[src/rtl/apb2pvci_pkg.sv]
// Shared state encoding, default timeout and address check for the APB3-to-PVCI
// wait-state bridge.
package apb2pvci_pkg;

  localparam logic [1:0] S_IDLE = 2'd0;
  localparam logic [1:0] S_REQ  = 2'd1;
  localparam logic [1:0] S_RESP = 2'd2;

  localparam int unsigned TO_CYC_DEF = 16;

  // True for a misaligned word access, or for address bits above the PVCI window when checked.
  function automatic logic addr_err(input logic [31:0] paddr, input int unsigned addr_lsb,
                                    input int unsigned addr_w, input logic chk_upper);
    logic [31:0] lo_mask;
    logic        misalign;
    logic        upper;
    lo_mask  = (32'd1 << addr_lsb) - 32'd1;
    misalign = (paddr & lo_mask) != 32'd0;
    upper    = chk_upper && ((addr_lsb + addr_w) < 32'd32) &&
               ((paddr >> (addr_lsb + addr_w)) != 32'd0);
    return misalign || upper;
  endfunction

endpackage

[src/rtl/apb2pvci_ws_if.sv]
// APB3 and PVCI bus bundles used by the bridge; the bridge is the APB slave and
// the PVCI master.
interface apb3_if;
  logic [31:0] paddr;
  logic        pwrite;
  logic [31:0] pwdata;
  logic        psel;
  logic        penable;
  logic [31:0] prdata;
  logic        pready;
  logic        pslverr;

  modport master (output paddr, pwrite, pwdata, psel, penable,
                  input  prdata, pready, pslverr);
  modport slave  (input  paddr, pwrite, pwdata, psel, penable,
                  output prdata, pready, pslverr);
endinterface

interface pvci_if #(
  parameter int unsigned ADDR_W = 8,
  parameter int unsigned DATA_W = 8
);
  logic [ADDR_W-1:0] pvci_addr;
  logic [DATA_W-1:0] pvci_wd;
  logic              pvci_rd;
  logic              pvci_valid;
  logic              pvci_ack;
  logic [DATA_W-1:0] pvci_rdata;

  modport master (output pvci_addr, pvci_wd, pvci_rd, pvci_valid,
                  input  pvci_ack, pvci_rdata);
  modport slave  (input  pvci_addr, pvci_wd, pvci_rd, pvci_valid,
                  output pvci_ack, pvci_rdata);
endinterface

[src/rtl/apb2pvci_ws_timeout_cnt.sv]
// PVCI ack timeout counter: counts request cycles and flags the last allowed one.
module pvci_timeout_cnt #(
  parameter int unsigned TO_CYC = 16
) (
  input  logic i_clk,
  input  logic i_rst,
  input  logic i_clr,
  input  logic i_en,
  output logic o_expire_c
);

  localparam int unsigned   CW    = (TO_CYC == 0) ? 1 : $clog2(TO_CYC + 1);
  localparam logic [CW-1:0] LAST  = (TO_CYC == 0) ? '0 : CW'(TO_CYC - 1);
  localparam bit            TO_ON = (TO_CYC != 0);

  logic [CW-1:0] r_cnt;
  logic          w_en;

  // A zero timeout keeps the counter parked at zero and never expires.
  assign w_en       = i_en && TO_ON;
  assign o_expire_c = w_en && (r_cnt == LAST);

  always_ff @(posedge i_clk) begin
    if (i_rst || i_clr) begin
      r_cnt <= '0;
    end else if (w_en) begin
      r_cnt <= r_cnt + CW'(1);
    end
  end

endmodule

[src/rtl/apb2pvci_ws.sv]
// APB3-to-PVCI bridge with PVCI wait states, ack timeout and pslverr reporting.
module apb2pvci_ws
  import apb2pvci_pkg::*;
#(
  parameter int unsigned ADDR_W    = 8,
  parameter int unsigned DATA_W    = 8,
  parameter int unsigned ADDR_LSB  = 2,
  parameter int unsigned TO_CYC    = TO_CYC_DEF,
  parameter bit          CHK_UPPER = 1'b1
) (
  input  logic   pclk,
  input  logic   preset,
  apb3_if.slave  apb,
  pvci_if.master pvci
);

  logic [1:0]        r_state,   w_state;
  logic              r_err,     w_err;
  logic [31:0]       r_prdata,  w_prdata;
  logic              r_pready,  w_pready;
  logic              r_pslverr, w_pslverr;
  logic [ADDR_W-1:0] r_addr,    w_addr;
  logic [DATA_W-1:0] r_wd,      w_wd;
  logic              r_rd,      w_rd;
  logic              r_valid,   w_valid;
  logic              w_setup;
  logic              w_bad;
  logic              w_expire;

  assign w_setup = apb.psel && !apb.penable;
  assign w_bad   = addr_err(apb.paddr, ADDR_LSB, ADDR_W, CHK_UPPER);

  pvci_timeout_cnt #(.TO_CYC(TO_CYC)) u_to (
    .i_clk      (pclk),
    .i_rst      (preset),
    .i_clr      (r_state != S_REQ),
    .i_en       (r_state == S_REQ),
    .o_expire_c (w_expire)
  );

  // Next-state and next-output decode; pready/pslverr are decodes of the next state.
  always_comb begin
    w_state   = r_state;
    w_err     = r_err;
    w_prdata  = r_prdata;
    w_addr    = r_addr;
    w_wd      = r_wd;
    w_rd      = r_rd;
    w_valid   = r_valid;
    w_pready  = 1'b0;
    w_pslverr = 1'b0;
    case (r_state)
      S_IDLE: begin
        if (w_setup) begin
          w_addr = apb.paddr[ADDR_LSB +: ADDR_W];
          w_wd   = apb.pwdata[DATA_W-1:0];
          w_rd   = !apb.pwrite;
          if (w_bad) begin
            w_err   = 1'b1;
            w_state = S_RESP;
          end else begin
            w_valid = 1'b1;
            w_state = S_REQ;
          end
        end
      end
      S_REQ: begin
        // An ack in the expiring cycle still completes the access cleanly.
        if (pvci.pvci_ack) begin
          w_valid = 1'b0;
          if (r_rd) begin
            w_prdata = 32'(pvci.pvci_rdata);
          end
          w_state = S_RESP;
        end else if (w_expire) begin
          w_valid  = 1'b0;
          w_err    = 1'b1;
          w_prdata = 32'd0;
          w_state  = S_RESP;
        end
      end
      S_RESP: begin
        w_err   = 1'b0;
        w_state = S_IDLE;
      end
      default: begin
        w_valid = 1'b0;
        w_err   = 1'b0;
        w_state = S_IDLE;
      end
    endcase
    w_pready  = (w_state == S_RESP);
    w_pslverr = (w_state == S_RESP) && w_err;
  end

  always_ff @(posedge pclk) begin
    if (preset) begin
      r_state   <= S_IDLE;
      r_err     <= 1'b0;
      r_prdata  <= 32'd0;
      r_pready  <= 1'b0;
      r_pslverr <= 1'b0;
      r_addr    <= '0;
      r_wd      <= '0;
      r_rd      <= 1'b0;
      r_valid   <= 1'b0;
    end else begin
      r_state   <= w_state;
      r_err     <= w_err;
      r_prdata  <= w_prdata;
      r_pready  <= w_pready;
      r_pslverr <= w_pslverr;
      r_addr    <= w_addr;
      r_wd      <= w_wd;
      r_rd      <= w_rd;
      r_valid   <= w_valid;
    end
  end

  assign apb.prdata      = r_prdata;
  assign apb.pready      = r_pready;
  assign apb.pslverr     = r_pslverr;
  assign pvci.pvci_addr  = r_addr;
  assign pvci.pvci_wd    = r_wd;
  assign pvci.pvci_rd    = r_rd;
  assign pvci.pvci_valid = r_valid;

endmodule

[src/flat_wrapper.sv]
// flat-port wrapper written by rule: the top's interface ports become plain ports
module apb2pvci_ws_flat import apb2pvci_pkg::*;
#(
  parameter int unsigned ADDR_W    = 8,
  parameter int unsigned DATA_W    = 8,
  parameter int unsigned ADDR_LSB  = 2,
  parameter int unsigned TO_CYC    = TO_CYC_DEF,
  parameter bit          CHK_UPPER = 1'b1
)
  (pclk, preset, apb_paddr, apb_pwrite, apb_pwdata, apb_psel, apb_penable, apb_prdata, apb_pready, apb_pslverr, pvci_pvci_addr, pvci_pvci_wd, pvci_pvci_rd, pvci_pvci_valid, pvci_pvci_ack, pvci_pvci_rdata);
  apb3_if apb_i ();
  pvci_if #(.ADDR_W(ADDR_W), .DATA_W(DATA_W)) pvci_i ();
  input  logic pclk;
  input  logic preset;
  input wire logic [$bits(apb_i.paddr)-1:0] apb_paddr;
  input wire logic [$bits(apb_i.pwrite)-1:0] apb_pwrite;
  input wire logic [$bits(apb_i.pwdata)-1:0] apb_pwdata;
  input wire logic [$bits(apb_i.psel)-1:0] apb_psel;
  input wire logic [$bits(apb_i.penable)-1:0] apb_penable;
  output wire logic [$bits(apb_i.prdata)-1:0] apb_prdata;
  output wire logic [$bits(apb_i.pready)-1:0] apb_pready;
  output wire logic [$bits(apb_i.pslverr)-1:0] apb_pslverr;
  output wire logic [$bits(pvci_i.pvci_addr)-1:0] pvci_pvci_addr;
  output wire logic [$bits(pvci_i.pvci_wd)-1:0] pvci_pvci_wd;
  output wire logic [$bits(pvci_i.pvci_rd)-1:0] pvci_pvci_rd;
  output wire logic [$bits(pvci_i.pvci_valid)-1:0] pvci_pvci_valid;
  input wire logic [$bits(pvci_i.pvci_ack)-1:0] pvci_pvci_ack;
  input wire logic [$bits(pvci_i.pvci_rdata)-1:0] pvci_pvci_rdata;
  assign apb_i.paddr = apb_paddr;
  assign apb_i.pwrite = apb_pwrite;
  assign apb_i.pwdata = apb_pwdata;
  assign apb_i.psel = apb_psel;
  assign apb_i.penable = apb_penable;
  assign apb_prdata = apb_i.prdata;
  assign apb_pready = apb_i.pready;
  assign apb_pslverr = apb_i.pslverr;
  assign pvci_pvci_addr = pvci_i.pvci_addr;
  assign pvci_pvci_wd = pvci_i.pvci_wd;
  assign pvci_pvci_rd = pvci_i.pvci_rd;
  assign pvci_pvci_valid = pvci_i.pvci_valid;
  assign pvci_i.pvci_ack = pvci_pvci_ack;
  assign pvci_i.pvci_rdata = pvci_pvci_rdata;
  apb2pvci_ws #(.ADDR_W(ADDR_W), .DATA_W(DATA_W), .ADDR_LSB(ADDR_LSB), .TO_CYC(TO_CYC), .CHK_UPPER(CHK_UPPER)) u_core (.pclk(pclk), .preset(preset), .apb(apb_i), .pvci(pvci_i));
endmodule
[config.mk]
export PLATFORM = sky130hd
export DESIGN_NAME = apb2pvci_ws_flat
export DESIGN_NICKNAME = d
export VERILOG_FILES = /design/src/rtl/apb2pvci_pkg.sv /design/src/rtl/apb2pvci_ws_if.sv /design/src/rtl/apb2pvci_ws_timeout_cnt.sv /design/src/rtl/apb2pvci_ws.sv /design/src/flat_wrapper.sv
export SDC_FILE = /design/constraint.sdc
export NUM_CORES = 1
export LEC_CHECK = 0
export ABC_AREA = 1
export CAP_MARGIN = 20
export CORE_MARGIN = 2
export CORE_UTILIZATION = 35
export DETAILED_ROUTE_END_ITERATION = 7
export GPL_ROUTABILITY_DRIVEN = 1
export PLACE_DENSITY = 0.84
export SYNTH_ARGS = -nofsm -noshare
export SYNTH_HDL_FRONTEND = slang
export SYNTH_SLANG_ARGS = --single-unit
[constraint.sdc]
create_clock -name pclk -period 4.2 [get_ports pclk]
set_clock_uncertainty 0.05 [all_clocks]
set_input_delay 1.05 -clock pclk [delete_from_list [all_inputs] [get_ports pclk]]
set_output_delay 1.05 -clock pclk [all_outputs]
set_load 0.02 [all_outputs]
### Yosys cells after proc, flatten, opt, wreduce, memory -nomap -nowiden

Cells that the tools add are included.
Widths: inputs -> output; s select.

| word-level totals | value |
|---|---|
| bits in registers | 60 |
| input bits | 78 |
| output and inout bits | 52 |
| word-level logic and storage cells | 53 |

| cells by class | value |
|---|---|
| add/sub/neg operators | 1 |
| equal/unequal tests | 9 |
| mux-type cells | 18 |
| bitwise operators | 1 |
| reduce and logical (&&, ||, !) cells | 14 |

Operator list:

| kind | count |
|---|---|
| $mux 32 | 3 |
| $reduce_bool 32->1 | 2 |
| $mux 1 | 8 |
| $mux 2 | 4 |
| $ne 2x1->1 const B | 3 |
| $add 5x1->5 const B | 1 |
| $eq 5x4->1 const B | 1 |
| $eq 2x2->1 const B | 2 |
| $pmux 2 s2 | 1 |
| $reduce_and 4->1 | 1 |
| $logic_and 1x1->1 | 3 |
| $ne 3x3->1 const B | 1 |
| $pmux 1 s3 | 1 |
| $reduce_and 3->1 | 1 |
| $eq 2x1->1 const B | 1 |
| $logic_not 1->1 | 2 |
| $logic_not 2->1 | 1 |
| $logic_or 1x1->1 | 2 |
| $ne 2x2->1 const B | 1 |
| $pmux 1 s2 | 1 |
| $reduce_and 2->1 | 1 |
| $reduce_bool 2->1 | 1 |
| $not 1->1 | 1 |

### Logic depth before layout (Yosys ltp)

| depth | value |
|---|---|
| word-level depth | 7 |
| mapped depth | 9 |
| mapped depth without buffers | 9 |

### Hierarchy

From an unflattened synthesis, not the netlist that was laid out.

| unflattened totals | value |
|---|---|
| cells, all modules | 228 |
| area, all modules | 1,690.4 um^2 |

Modules (own cells, without submodules):

| module | instances | cells an instance | area each (um^2) | seq. area each (um^2) |
|---|---|---|---|---|
| apb2pvci_ws | 1 | 196 | 1,447.6 | 620.6 |
| pvci_timeout_cnt | 1 | 32 | 242.7 | 100.1 |

### Worst setup path after synthesis

Ideal clock, no wire load.

| timing path | value |
|---|---|
| kind | input-to-reg |
| start point | input pvci_pvci_ack |
| end point | register u_core.r_prdata[0], in the netlist u_core.apb.prdata[0] |
| library setup time | 0.132 ns |
| data arrival time | 1.616 ns |
| data required time | 4.018 ns |
| slack | 2.402 ns |
| cell stages on the path | 7 |
| buffers on the path | 1 |
| cell sequence | buf_6 inv_2 nor2_4 nor2_8 inv_6 nand2_1 a21oi_1 |

| between the ends | value |
|---|---|
| longest elaborated chain between the ends | 2 |
| elaborated cells on any way between the ends | 4 |
| those cells by class | eq/ne (1); mux (1); reduce/logical (2) |

RTL lines:

| element | RTL line | text |
|---|---|---|
| start: declaration | flat_wrapper.sv:27 | `input wire logic [$bits(pvci_i.pvci_ack)-1:0] pvci_pvci_ack;` |
| $ne 2x1->1 (no line) / $reduce_bool 2->1 (equally long branches) | -- |  |
| $reduce_and 3->1 (no line) | -- |  |
| end signal: assignment | apb2pvci_ws.sv:110 | `r_prdata <= w_prdata;` |
| end: declaration | apb2pvci_ws.sv:19 | `logic [31:0] r_prdata, w_prdata;` |

Parallel ways exist; a longest one is shown, timed or not.
A chain may end at the register's enable or synchronous reset.

### Worst setup path in the final report

| timing path | value |
|---|---|
| start point | input preset |
| end point | register u_core.u_to.r_cnt[2] |

| between the ends | value |
|---|---|
| longest elaborated chain between the ends | 1 |

RTL lines:

| element | RTL line | text |
|---|---|---|
| start: declaration | flat_wrapper.sv:14 | `input logic preset;` |
| $logic_or 1x1->1 | apb2pvci_ws_timeout_cnt.sv:24 | `if (i_rst \|\| i_clr) begin` |
| end signal: assignment | apb2pvci_ws_timeout_cnt.sv:27 | `r_cnt <= r_cnt + CW'(1);` |
| end: declaration | apb2pvci_ws_timeout_cnt.sv:16 | `logic [CW-1:0] r_cnt;` |

Every way passes these cells.

==> summary.txt <==
Status -> completed
Total gr overflow -> 0
Die span in x -> 72.2 um
Detailed-route DRC error count -> 0
VDD IR max -> 257 uV
Vias -> 1531
Worst Path Max Fanout -> 21
Min Tclk post-route -> 2.47 ns
Die area -> 5210 um2
Final Util -> 0.554
Clock slew seen by the registers of the worst setup and hold paths -> 0.06 ns
Slew HR -> 0.631
Placed wire-length estimate -> 2820 um
Initial Util -> 0.369
# diodes -> 0
CP Class -> input pin to register
Startpoint types -> input pin
PortBufs -> 81
Synth Cell Area -> 1630 um2
Final Cycle Share -> 0.588
Area Growth Syn to Fin -> 50.3%
FF+latch count, synth -> 36
Total GRT Usage -> 0.147
WL final -> 3610 um
Overall die height -> 72.2 um
Via density -> 4.44
Dpl ws -> 1.39 ns
TritonRoute pass-1 iters -> 4
Placed Area -> 2370 um2
Max-slew violations -> 0
Largest net degree at the start of global routing -> 22
Req. time, crit path -> 4.36 ns
# nets final -> 373
Root Driver -> clkbuf_8
First-pass GRT wire length -> 5870 um
Initial antenna violation count -> 0
Initial drt markers -> 42
Final GP Congestion -> 0.707
Cell Pwr Density -> 298 nW/um2
Max Fclk -> 0.405 GHz
Layout cells sized above 1 -> 0.0648
Final worst slack -> 1.73 ns
Cells after Synth -> 212
CTS Buf Count -> 5
Worst-skew pair later-pin latency -> 0.28 ns
Synth unique cells -> 27
Commonest non-fill, non-tap cell in the layout -> clkdlybuf4s50_1
CTS sink cnt -> 36
Routed Antenna Nets -> 0
Post-Layout Cell Count -> 345
MaxCap Viol Count -> 0
Crit. End Element -> register
I/O Pins -> 130
Worst reg2reg path depth -> 9
Core area -> 4410 um2
Most frequent cells in the layout -> 81 x clkdlybuf4s50_1, 60 x nor2_1, 36 x dfxtp_1
H-tree depth -> 2
RSZ-0062 raised after global routing -> no
Final instance area -> 2450 um2
Ys Warns -> 0
CTS max path bufs -> 2
Register area share after synthesis -> 0.443
Hold_ws -> 0.406 ns
Synth Area per Inst -> 7.68 um2
Worst Hold Depth -> 1
Leakage power -> 0.974 nW
Routed wire per std cell -> 10.5 um
Fillcell total -> 421
Vias in the first global route -> 1403
Num rows -> 24
Post-CTS Hold Buffers -> 0
Placed Cells incl. Taps -> 338
Worst-Margin Slew -> 0.553 ns
CTS tree -> done
Total power draw -> 0.729 mW
Hold Fails Final Rpt -> 0
Resize count post-CTS -> 0
Final setup viols -> 0
WP data arrival -> 2.62 ns
Post-CTS Setup Bufs -> 0
Class of the worst hold path -> register to register
Final setup TNS -> 0 ns
## cells in the mapped netlist (all sizes together)
cell type / n / area, um2
nor2: 62 / 257
dfxtp: 36 / 721
buf: 27 / 208
nand2: 24 / 103
o21ai: 19 / 106
inv: 12 / 52.6
a21oi: 10 / 50.1
nand3: 10 / 50.1
clkbuf: 3 / 12.5
ha: 2 / 25.0
a31oi: 1 / 6.26
clkinv: 1 / 5.00
conb: 1 / 3.75
nor3b: 1 / 7.51
o211ai: 1 / 7.51
o21a: 1 / 7.51
o22ai: 1 / 6.26
## path summary, 6_finish.rpt
path / startpoint / to / slack [ns]
setup / recovery: preset / u_core.u_to.r_cnt[2]$_SDFFE_PP0P_ / 1.73
hold / removal: u_core.u_to.r_cnt[0]$_SDFFE_PP0P_ / u_core.u_to.r_cnt[0]$_SDFFE_PP0P_ / 0.41
setup reg to reg: u_core.u_to.r_cnt[0]$_SDFFE_PP0P_ / u_core.apb.prdata[2]$_SDFFE_PP0P_ / 2.60
hold reg to reg: u_core.u_to.r_cnt[0]$_SDFFE_PP0P_ / u_core.u_to.r_cnt[0]$_SDFFE_PP0P_ / 0.41
## where the power goes
| group | internal [mW] | leakage [nW] | total [mW] | switching (mW) |
|---|---|---|---|---|
| sequential | 0.354 | 0.294 | 0.361 | 0.00636 |
| clock | 0.113 | 0.0410 | 0.224 | 0.111 |
| combinational | 0.0738 | 0.640 | 0.144 | 0.0706 |
| total | 0.541 | 0.974 | 0.729 | 0.188 |
## state kept, by name, indices dropped and copies added (netlist names)
name and flops:
u_core.pvci.pvci_valid 1, u_core.u_to.r_cnt 5, u_core.pvci.pvci_wd 8, u_core.r_err 1, u_core.apb.pslverr 1, u_core.pvci.pvci_rd 1, u_core.pvci.pvci_addr 8, u_core.r_state 2
u_core.apb.pready 1, u_core.apb.prdata 8
## critical path, stage by stage
cell	delay [ns]
clkdlybuf4s50_1	0.64
inv_1	0.54
nand2_1	0.20
nor3b_1	0.19
## final cells by class
cell class | instances | area, um2 | area share
Inverter | 13 | 57.6 | 0.0235
Timing Repair Buffer | 81 | 811 | 0.331
Multi-Input combinational cell | 156 | 716 | 0.292
Clock buffer | 6 | 72.6 | 0.0297
Clock inverter | 1 | 5.00 | 0.00204
Tap cell | 52 | 65.1 | 0.0266
Sequential cell | 36 | 721 | 0.294
## per-layer routing
metal | part of all wire | global-route usage | vias to the layer above
met2 | 0.50 | 0.272 | 73
li1 | - | - | 782
met1 | 0.34 | 0.135 | 672
met5 | 0 | 0 | -
met4 | 0.021 | 0.0755 | 0
met3 | 0.14 | 0.0611 | 4
## cells by family after synthesis
kind of cell / Yosys count / synth area share
other: 1 / 0.00230
AND/OR/NAND/NOR: 97 / 0.256
AO/OA/AOI/OAI: 33 / 0.113
adder cells (fa/ha/maj): 2 / 0.0154
flip-flops: 36 / 0.443
buffers and inverters: 43 / 0.171
No activity file was read; power rests on OpenSTA's default activity.
